==> config.mk <==
export PLATFORM = sky130hd
export DESIGN_NAME = mm_cmd_dispatcher
export DESIGN_NICKNAME = d
export VERILOG_FILES = /design/src/rtl/mm_pkg.sv /design/src/rtl/mm_rr_arbiter.sv /design/src/rtl/mm_cmd_dispatcher.sv
export SDC_FILE = /design/constraint.sdc
export NUM_CORES = 1
export LEC_CHECK = 0
export CORE_ASPECT_RATIO = 0.5
export CORE_MARGIN = 1.5
export CORE_UTILIZATION = 44
export CTS_CLUSTER_DIAMETER = 80
export DETAILED_ROUTE_END_ITERATION = 7
export PLACE_DENSITY = 0.86
export SLEW_MARGIN = 20
export SYNTH_ARGS = -nofsm -noshare
export SYNTH_HDL_FRONTEND = slang
export SYNTH_SLANG_ARGS = --single-unit
==> constraint.sdc <==
create_clock -name clock_i -period 6.2 [get_ports clock_i]
set_input_delay 0.62 -clock clock_i [delete_from_list [all_inputs] [get_ports clock_i]]
set_output_delay 0.62 -clock clock_i [all_outputs]
set_load 0.02 [all_outputs]
==> src/rtl/mm_pkg.sv <==
// mm_pkg: shared TPM command/response codes, op-state and request-FSM encodings
package mm_pkg;
    localparam logic [31:0] CC_HIERARCHY_CONTROL = 32'h0000_0121;
    localparam logic [31:0] CC_SELF_TEST         = 32'h0000_0143;
    localparam logic [31:0] CC_STARTUP           = 32'h0000_0144;
    localparam logic [31:0] CC_SHUTDOWN          = 32'h0000_0145;
    localparam logic [31:0] CC_GET_CAPABILITY    = 32'h0000_017A;
    localparam logic [31:0] CC_GET_TEST_RESULT   = 32'h0000_017C;

    localparam logic [31:0] RC_SUCCESS    = 32'h0000_0000;
    localparam logic [31:0] RC_INITIALIZE = 32'h0000_0100;
    localparam logic [31:0] RC_FAILURE    = 32'h0000_0101;
    localparam logic [31:0] RC_LOCALITY   = 32'h0000_0907;

    typedef enum logic [1:0] {
        OP_INIT        = 2'd0,
        OP_OPERATIONAL = 2'd1,
        OP_FAILURE     = 2'd2
    } op_state_e;

    typedef enum logic [1:0] {
        ST_IDLE,
        ST_CHECK,
        ST_DISPATCH,
        ST_RESP
    } state_e;

    // RC_SUCCESS here means "no gating rule fired, dispatch to the engine"
    function automatic logic [31:0] check_rc(input op_state_e op, input logic [31:0] cc, input logic loc_ok);
        return !loc_ok ? RC_LOCALITY
             : (op == OP_FAILURE && cc != CC_GET_TEST_RESULT && cc != CC_GET_CAPABILITY) ? RC_FAILURE
             : (op == OP_INIT && cc != CC_STARTUP) ? RC_INITIALIZE
             : (op == OP_OPERATIONAL && cc == CC_STARTUP) ? RC_INITIALIZE
             : RC_SUCCESS;
    endfunction
endpackage

==> src/rtl/mm_rr_arbiter.sv <==
// mm_rr_arbiter: one-hot round-robin grant, lowest index at or after the pointer wins
module mm_rr_arbiter #(
    parameter int N  = 4,
    parameter int PW = $clog2(N)
) (
    input  logic [N-1:0]  req_i,
    input  logic          en_i,
    input  logic [PW-1:0] ptr_i,
    output logic [N-1:0]  gnt_o,
    output logic [PW-1:0] ptr_o
);
    logic [PW-1:0] idx;

    // Scan from the farthest offset down so the nearest requester overwrites last
    always_comb begin
        gnt_o = '0;
        ptr_o = ptr_i;
        idx   = '0;
        for (int i = N - 1; i >= 0; i--) begin
            idx = PW'((int'(ptr_i) + i) % N);
            if (en_i && req_i[idx]) begin
                gnt_o      = '0;
                gnt_o[idx] = 1'b1;
                ptr_o      = PW'((int'(idx) + 1) % N);
            end
        end
    end
endmodule

==> src/rtl/mm_cmd_dispatcher.sv <==
// mm_cmd_dispatcher: multi-channel TPM command admission with op-state gating,
// locality filter and execution watchdog
module mm_cmd_dispatcher
    import mm_pkg::*;
#(
    parameter int NUM_CH  = 4,
    parameter int TIMEOUT = 1024,
    parameter int CH_W    = $clog2(NUM_CH)
) (
    input  logic                 clock_i,
    input  logic                 reset_i,
    input  logic [NUM_CH-1:0]    req_valid_i,
    output logic [NUM_CH-1:0]    req_ready_o,
    input  logic [32*NUM_CH-1:0] req_cc_i,
    input  logic [3*NUM_CH-1:0]  req_loc_i,
    input  logic [4:0]           loc_allow_i,
    output logic                 exec_valid_o,
    output logic [31:0]          exec_cc_o,
    input  logic                 exec_done_i,
    input  logic [31:0]          exec_rc_i,
    output logic                 exec_abort_o,
    input  logic                 selftest_fail_i,
    output logic                 resp_valid_o,
    input  logic                 resp_ready_i,
    output logic [CH_W-1:0]      resp_ch_o,
    output logic [31:0]          resp_rc_o,
    output logic [1:0]           op_state_o
);
    localparam int WD_W = $clog2(TIMEOUT);

    state_e            state_q, state_d;
    op_state_e         op_q, op_d;
    logic [NUM_CH-1:0] ready_q, ready_d;
    logic [CH_W-1:0]   ptr_q, ptr_d, ch_q, ch_d;
    logic [31:0]       cc_q, cc_d, rc_q, rc_d;
    logic [2:0]        loc_q, loc_d;
    logic [WD_W-1:0]   wd_q, wd_d;
    logic              abort_q, abort_d;

    logic [NUM_CH-1:0] gnt;
    logic [CH_W-1:0]   ptr_nxt, gnt_idx;
    logic [31:0]       gnt_cc, gate_rc;
    logic [2:0]        gnt_loc;
    logic [7:0]        allow_ext;
    logic              expire;

    mm_rr_arbiter #(.N(NUM_CH), .PW(CH_W)) u_arb (
        .req_i (req_valid_i),
        .en_i  (state_q == ST_IDLE && ~|ready_q),
        .ptr_i (ptr_q),
        .gnt_o (gnt),
        .ptr_o (ptr_nxt)
    );

    always_comb begin
        gnt_idx = '0;
        gnt_cc  = '0;
        gnt_loc = '0;
        for (int k = 0; k < NUM_CH; k++) begin
            if (gnt[k]) begin
                gnt_idx = CH_W'(k);
                gnt_cc  = req_cc_i[32*k +: 32];
                gnt_loc = req_loc_i[3*k +: 3];
            end
        end
    end

    // Localities 5..7 land on the zero-padded bits and are always rejected
    assign allow_ext = {3'b000, loc_allow_i};
    assign gate_rc   = check_rc(op_q, cc_q, allow_ext[loc_q]);
    assign expire    = wd_q == WD_W'(TIMEOUT - 1);

    always_ff @(posedge clock_i or posedge reset_i) begin
        if (reset_i) begin
            state_q <= ST_IDLE;
            op_q    <= OP_INIT;
            ready_q <= '0;
            ptr_q   <= '0;
            ch_q    <= '0;
            cc_q    <= '0;
            rc_q    <= '0;
            loc_q   <= '0;
            wd_q    <= '0;
            abort_q <= 1'b0;
        end else begin
            state_q <= state_d;
            op_q    <= op_d;
            ready_q <= ready_d;
            ptr_q   <= ptr_d;
            ch_q    <= ch_d;
            cc_q    <= cc_d;
            rc_q    <= rc_d;
            loc_q   <= loc_d;
            wd_q    <= wd_d;
            abort_q <= abort_d;
        end
    end

    always_comb begin
        state_d = state_q;
        op_d    = op_q;
        ready_d = '0;
        ptr_d   = ptr_q;
        ch_d    = ch_q;
        cc_d    = cc_q;
        rc_d    = rc_q;
        loc_d   = loc_q;
        wd_d    = wd_q;
        abort_d = 1'b0;
        case (state_q)
            ST_IDLE: begin
                if (|ready_q) begin
                    state_d = ST_CHECK;
                end else if (|gnt) begin
                    ready_d = gnt;
                    ptr_d   = ptr_nxt;
                    ch_d    = gnt_idx;
                    cc_d    = gnt_cc;
                    loc_d   = gnt_loc;
                end
            end
            ST_CHECK: begin
                rc_d    = gate_rc;
                wd_d    = '0;
                state_d = (gate_rc == RC_SUCCESS) ? ST_DISPATCH : ST_RESP;
            end
            ST_DISPATCH: begin
                if (exec_done_i) begin
                    rc_d    = exec_rc_i;
                    state_d = ST_RESP;
                    op_d    = (exec_rc_i == RC_FAILURE) ? OP_FAILURE
                            : (exec_rc_i == RC_SUCCESS && cc_q == CC_STARTUP) ? OP_OPERATIONAL
                            : (exec_rc_i == RC_SUCCESS && cc_q == CC_SHUTDOWN) ? OP_INIT
                            : op_q;
                end else if (expire) begin
                    abort_d = 1'b1;
                    rc_d    = RC_FAILURE;
                    op_d    = OP_FAILURE;
                    state_d = ST_RESP;
                end else begin
                    wd_d = wd_q + 1'b1;
                end
            end
            ST_RESP: state_d = resp_ready_i ? ST_IDLE : ST_RESP;
            default: state_d = ST_IDLE;
        endcase
        if (op_q == OP_FAILURE || selftest_fail_i) op_d = OP_FAILURE;
    end

    always_comb begin
        req_ready_o  = ready_q;
        exec_valid_o = state_q == ST_DISPATCH;
        exec_cc_o    = cc_q;
        exec_abort_o = abort_q;
        resp_valid_o = state_q == ST_RESP;
        resp_ch_o    = ch_q;
        resp_rc_o    = rc_q;
        op_state_o   = op_q;
    end
endmodule
==> flow_summary_export.csv, run 1 <==
group,metric,value,unit
place,port_buffers,260,
final_layout,area_delta_synth_final,56.5,%
final_layout,stdcell_area,8270,um^2
synthesis,ys_types,53,
detailed_routing,drc,0,
status,status,"finished, final reports clean",
floorplanning,die_area,12700,um^2
sta,hold_viol,0,
power_and_ir_drop,powerDensity,496,nW/um^2
detailed_routing,first_pass_iters,5,
sta,tns,0,ns
synthesis,ys.flop_type,"dfrtp_1",
synthesis,yosys_register_bits,90,
synthesis,syn_inst,607,
final_layout,n_antenna_cell,0,
sta,fmax,0.201,GHz
grt,grt_pass1_vias,5521,
synthesis,synth_edf_count,0,
floorplanning,pin_count,261,
sta,relSlewSlack,0.467,
critical_path,required,6.49,ns
critical_path,critPathMaxFanout,39,
final_layout,drive_gt1_frac,0.0438,
detailed_routing,detail-route-antenna-nets,0,
grt,grt_max_degree,58,
cts,clkLatencyLatePin,0.35,ns
floorplanning,start_util,0.449,
critical_path,reg2reg_from,"ptr_q[0]",
final_layout,nNetsFinal,1039,
synthesis,ys_seq_area_frac,0.426,
place,place_area,7950,um^2
grt,grt_pass1_wl,29500,um
cts,cts_tree,"yes",
detailed_routing,vias,5823,
synthesis,async_reset_ff_frac,1.00,
critical_path,reg2reg_slack,1.22,ns
synthesis,ys_warn_count,0,
min_path,hold_class,"register to register",
sta,period_minus_slack,4.98,ns
cts,cts_buffers,9,
sta,fin_crit_sh,0.804,
critical_path,r2r_end,"exec_cc_o[14]",
cts,clock_sinks,90,
detailed_routing,drt-initial-drc-count,460,
grt,gr-usage-all-layers,0.304,
detailed_routing,wl_per_cell,19.9,um
floorplanning,rows,28,
place,dp_hpwl,15100,um
cts,post-cts-setup-buffer-count,0,
place,gp_congestion,0.922,
sta,worst_pin_slew,0.798,ns
floorplanning,die_h,80.5,um
synthesis,syn_area,5290,um^2
grt,antenna_found_initial,0,
sta,rsz0062_at_grt,"false",
min_path,min_from,"resp_rc_o[0]",
cts,path_clk_slew,0.07,ns
sta,report.final.slew_viol_count,0,
detailed_routing,wirelength,20100,um
min_path,min_to,"resp_rc_o[0]",
sta,setup_viol,0,
sta,finClkSkew,0.0117,ns
synthesis,syn_area_per_cell,8.71,um^2
synthesis,syn-num-nets,806,
critical_path,worst_ep_arrival_time,5.27,ns
critical_path,setup.worst_path.start_class,"register",
critical_path,end_kind,"register",
cts,cts.repair.resized,0,
floorplanning,die_width,158,um
cts,clockBufferDepth,2,
cts,htree_num_levels,3,
cts,clock-root-buffer,"clkbuf_16",
cts,cts_hold_buf,0,
min_path,hold_depth,2,
job,maxCapViolations,0,
detailed_routing,viasPerCell,5.77,
critical_path,critPathKind,"register to register",
grt,overflow,0,
power_and_ir_drop,p_leak,3.27,nW
critical_path,r2r_cells,11,
power_and_ir_drop,peakVddDrop,305,uV
floorplanning,core,11800,um^2
==> Yosys cell counts, drive strengths merged, types with 3 or more instances <==
master / instances / area share
nand2b: 3 / 0.0036
nand2: 76 / 0.054
inv: 17 / 0.012
a21oi: 11 / 0.010
xor2: 4 / 0.0066
clkbuf: 36 / 0.026
o31ai: 3 / 0.0043
nor2b: 6 / 0.0071
nor2: 98 / 0.070
xnor2: 3 / 0.0050
nor3: 7 / 0.0066
o22ai: 37 / 0.044
nand4: 6 / 0.0071
or3: 4 / 0.0047
dfrtp: 90 / 0.43
nand3: 11 / 0.010
a21o: 4 / 0.0057
a221oi: 36 / 0.061
o21ai: 44 / 0.042
nor4: 14 / 0.017
buf: 9 / 0.016
ha: 13 / 0.031
mux4: 5 / 0.021
mux2i: 5 / 0.0095
o21a: 35 / 0.050
==> registers in the layout (all words and copies together), names as in the netlist <==
signal	count
exec_abort_o	1
exec_cc_o	32
loc_q	3
op_state_o	2
ptr_q	2
req_ready_o	4
resp_ch_o	2
resp_rc_o	32
state_q	2
wd_q	10
==> cells in the final DEF, fill, tap and decap left out, types with 4 or more instances in the layout <==
cell / instances
nand2_1: 76
nor3_1: 7
mux2i_1: 5
ha_1: 13
nor2b_1: 6
a21oi_1: 11
a221oi_1: 35
clkdlybuf4s50_1: 260
o21a_1: 35
clkbuf_16: 9
buf_4: 6
nor2_1: 97
nand4_1: 6
inv_1: 14
nand3_1: 11
dfrtp_1: 90
a21o_1: 4
mux4_2: 5
o22ai_1: 37
xor2_1: 4
o21ai_0: 40
nor4_1: 14
==> critical path, cell delays in order (launching register included) <==
cell and delay, ns:
dfrtp_1 0.78, inv_1 0.30, ha_1 0.51, mux4_2 0.46
a31o_1 0.23, a211o_1 0.30, a32oi_4 0.16, buf_4 0.42
inv_2 0.38, or3_2 0.85, o22ai_1 0.34, o21a_1 0.16
==> power breakdown <==
part	switching (mW)	leakage (nW)	total [mW]	internal [mW]
combinational	1.38	2.00	2.53	1.14
sequential	0.211	1.13	1.03	0.822
clock	0.261	0.138	0.543	0.283
total	1.86	3.27	4.10	2.25
==> layout make-up <==
| class | count | area [um^2] |
|---|---|---|
| timing repair buffer | 267 | 2680 |
| clock inverter | 7 | 68.8 |
| fill | 876 | 3500 |
| inverter | 17 | 65.1 |
| tap | 165 | 206 |
| multi-input combinational | 455 | 2780 |
| sequential | 90 | 2250 |
| clock buffer | 9 | 225 |
==> worst max-delay path by stage <==
stage	startpoint	endpoint	slack (ns)
floorplan	ptr_q[0]	exec_cc_o[21]	2.32
global placement	ptr_q[0]	exec_cc_o[21]	1.35
detailed placement	ptr_q[0]	exec_cc_o[14]	1.32
CTS	ptr_q[0]	exec_cc_o[14]	1.30
global route	ptr_q[0]	exec_cc_o[14]	0.97
finish	ptr_q[0]	exec_cc_o[14]	1.22
==> kinds of logic after synthesis <==
kind of cell | share of synthesized area
AND/OR/NAND/NOR | 0.197
AO/OA/AOI/OAI | 0.248
flip-flops | 0.426
buffers and inverters | 0.0537
adder cells (fa/ha/maj) | 0.0308
multiplexers | 0.0329
XOR/XNOR | 0.0116
==> routing by layer <==
metal,wire [um],GRT usage,vias up
met5,0,0,-
met4,629,0.0963,0
met3,1400,0.0696,50
met2,9930,0.524,259
met1,8140,0.381,2835
li1,-,-,2679
==> through the flow <==
step | utilization | power (mW) | instances | hold WS (ns) | setup slack, ns
5_1_grt | 0.703 | 4.34 | 1010 | 0.515 | 0.968
6_report | 0.703 | 4.10 | 1010 | 0.474 | 1.22
2_1_floorplan | - | 2.66 | 607 | 0.484 | 2.32
3_5_place_dp | 0.675 | 3.49 | 993 | 0.463 | 1.32
3_3_place_gp | 0.675 | 3.40 | 993 | 0.449 | 1.35
4_1_cts | 0.700 | 4.04 | 1009 | 0.479 | 1.30
Note: power is estimated with default switching activity, not from simulation.
==> inputs of run 2 (changes only) <==
--- a/config.mk
+++ b/config.mk
@@ -7,10 +7,10 @@
 export LEC_CHECK = 0
 export CORE_ASPECT_RATIO = 0.5
 export CORE_MARGIN = 1.5
-export CORE_UTILIZATION = 44
+export CORE_UTILIZATION = 41
 export CTS_CLUSTER_DIAMETER = 80
 export DETAILED_ROUTE_END_ITERATION = 7
-export PLACE_DENSITY = 0.86
+export PLACE_DENSITY = 0.81
 export SLEW_MARGIN = 20
 export SYNTH_ARGS = -nofsm -noshare
 export SYNTH_HDL_FRONTEND = slang
==> constraint.sdc (replaced) <==
create_clock -name clock_i -period 5.1 [get_ports clock_i]
set_input_delay 0.51 -clock clock_i [delete_from_list [all_inputs] [get_ports clock_i]]
set_output_delay 0.51 -clock clock_i [all_outputs]
set_load 0.02 [all_outputs]
==> run 2 against run 1 <==
Against the previous run: cell count rose by 0.59%; largest cell class unchanged; register-to-register slack got worse by 0.53 ns; power grew 23%.
==> flow_summary_export.csv, run 2 (same netlist as run 1, synthesis figures left out) <==
group,metric,value,unit
final_layout,final_common_cell,"clkdlybuf4s50_1",
place,dp_hpwl,14800,um
detailed_routing,first_pass_iters,5,
critical_path,setup.worst_path.start_class,"register",
cts,cts_buffers,9,
cts,htree_num_levels,3,
sta,period_minus_slack,4.41,ns
critical_path,reg2reg_slack,0.69,ns
place,gp_congestion,0.939,
detailed_routing,viasPerCell,5.75,
final_layout,mostFrequentLayoutCells,"260 x clkdlybuf4s50_1, 97 x nor2_1, 90 x dfrtp_1",
floorplanning,start_util,0.419,
sta,finClkSkew,0.00853,ns
final_layout,instances_no_fill,1016,
sta,fin_crit_sh,0.865,
grt,grt_max_degree,58,
power_and_ir_drop,peakVddDrop,266,uV
cts,cts.repair.resized,0,
grt,antenna_found_initial,0,
floorplanning,die_area,13600,um^2
sta,whs,0.484,ns
cts,clockBufferDepth,2,
floorplanning,die_h,83.3,um
final_layout,area_delta_synth_final,57.1,%
power_and_ir_drop,p_clk_frac,0.139,
grt,grt_pass1_wl,30100,um
final_layout,n_antenna_cell,0,
sta,rsz0062_at_grt,"false",
grt,overflow,0,
floorplanning,pin_count,261,
cts,post-cts-setup-buffer-count,0,
floorplanning,die_width,164,um
status,status,"finished, final reports clean",
cts,clock-root-buffer,"clkbuf_16",
job,maxCapViolations,0,
critical_path,end_kind,"register",
final_layout,fin_util,0.658,
cts,clkLatencyLatePin,0.35,ns
min_path,min_to,"resp_rc_o[12]",
grt,grt_pass1_vias,5452,
sta,report.final.slew_viol_count,0,
detailed_routing,detail-route-antenna-nets,0,
detailed_routing,wirelength,19900,um
detailed_routing,drt-initial-drc-count,527,
sta,fmax,0.227,GHz
final_layout,nNetsFinal,1040,
detailed_routing,drc,0,
sta,tns,0,ns
cts,clock_sinks,90,
cts,path_clk_slew,0.07,ns
power_and_ir_drop,power.switching,2.23,mW
floorplanning,rows,29,
power_and_ir_drop,swShare,0.444,
min_path,min_from,"resp_rc_o[12]",
power_and_ir_drop,p_comb_frac,0.610,
power_and_ir_drop,powerDensity,606,nW/um^2
detailed_routing,wl_per_cell,19.6,um
place,dp_slack,0.718,ns
place,port_buffers,260,
power_and_ir_drop,p_leak,3.29,nW
place,dp_cells,999,
critical_path,required,5.33,ns
critical_path,worst_ep_arrival_time,4.65,ns
min_path,hold_depth,2,
final_layout,drive_gt1_frac,0.0437,
sta,hold_viol,0,
critical_path,critPathKind,"register to register",
cts,cts_tree,"yes",
grt,gr-usage-all-layers,0.289,
sta,worst_pin_slew,0.949,ns
sta,setup_viol,0,
detailed_routing,vias,5847,
place,place_area,7960,um^2
sta,relSlewSlack,0.366,
power_and_ir_drop,total_power,5.03,mW
critical_path,reg2reg_from,"ptr_q[0]",
floorplanning,core,12600,um^2
power_and_ir_drop,p_int,2.80,mW
sta,fin_ws,0.686,ns
critical_path,critPathMaxFanout,39,
cts,cts_hold_buf,0,
final_layout,nFillCells,1029,
critical_path,r2r_cells,10,
min_path,hold_class,"register to register",
power_and_ir_drop,power_frac_seq,0.251,
critical_path,r2r_end,"exec_cc_o[17]",
final_layout,stdcell_area,8310,um^2
## run 2: area by class of cell
| cell class | count | area [um^2] | area share |
|---|---|---|---|
| multi-input combinational | 455 | 2780 | 0.335 |
| timing repair buffer | 268 | 2680 | 0.323 |
| sequential | 90 | 2250 | 0.271 |
| clock buffer | 10 | 239 | 0.0288 |
| tap | 170 | 213 | 0.0256 |
| clock inverter | 6 | 73.8 | 0.00889 |
| inverter | 17 | 65.1 | 0.00783 |
## run 2: worst max-delay path, stage by stage (launching register included)
cell     delay (ns)
dfrtp_1        0.79
inv_1          0.30
ha_1           0.52
mux4_2         0.48
a31o_1         0.23
a211o_1        0.30
a32oi_4        0.18
inv_2          0.29
or4_1          0.67
buf_4          0.33
o21a_1         0.22
## run 2: routing by layer
metal / global-route usage / wire length [um] / vias to the layer above
met5: 0 / 0 / -
met4: 0.110 / 641 / 0
met3: 0.0504 / 1430 / 51
met2: 0.493 / 9780 / 244
met1: 0.367 / 8030 / 2861
li1: - / - / 2691
## run 2: power groups by stage
| stage | combinational [mW] | sequential [mW] | clock (mW) |
|---|---|---|---|
| final | 3.07 | 1.26 | 0.698 |
| after global routing | 3.30 | 1.29 | 0.741 |
| after CTS | 3.01 | 1.26 | 0.707 |
| after detailed placement | 2.99 | 1.27 | 0 |
| after global placement | 2.93 | 1.25 | 0 |
| after floorplan | 1.79 | 1.45 | 0 |
## run 2: how the worst max path moves through the flow
stage                     startpoint       endpoint  cells past startpoint
after CTS                   ptr_q[0]   exec_cc_o[4]                     10
after detailed placement    ptr_q[0]  exec_cc_o[17]                     10
after global placement      ptr_q[0]   exec_cc_o[0]                     10
final                       ptr_q[0]  exec_cc_o[17]                     10
after global routing        ptr_q[0]  exec_cc_o[24]                     10
after floorplan             ptr_q[0]  exec_cc_o[21]                     15
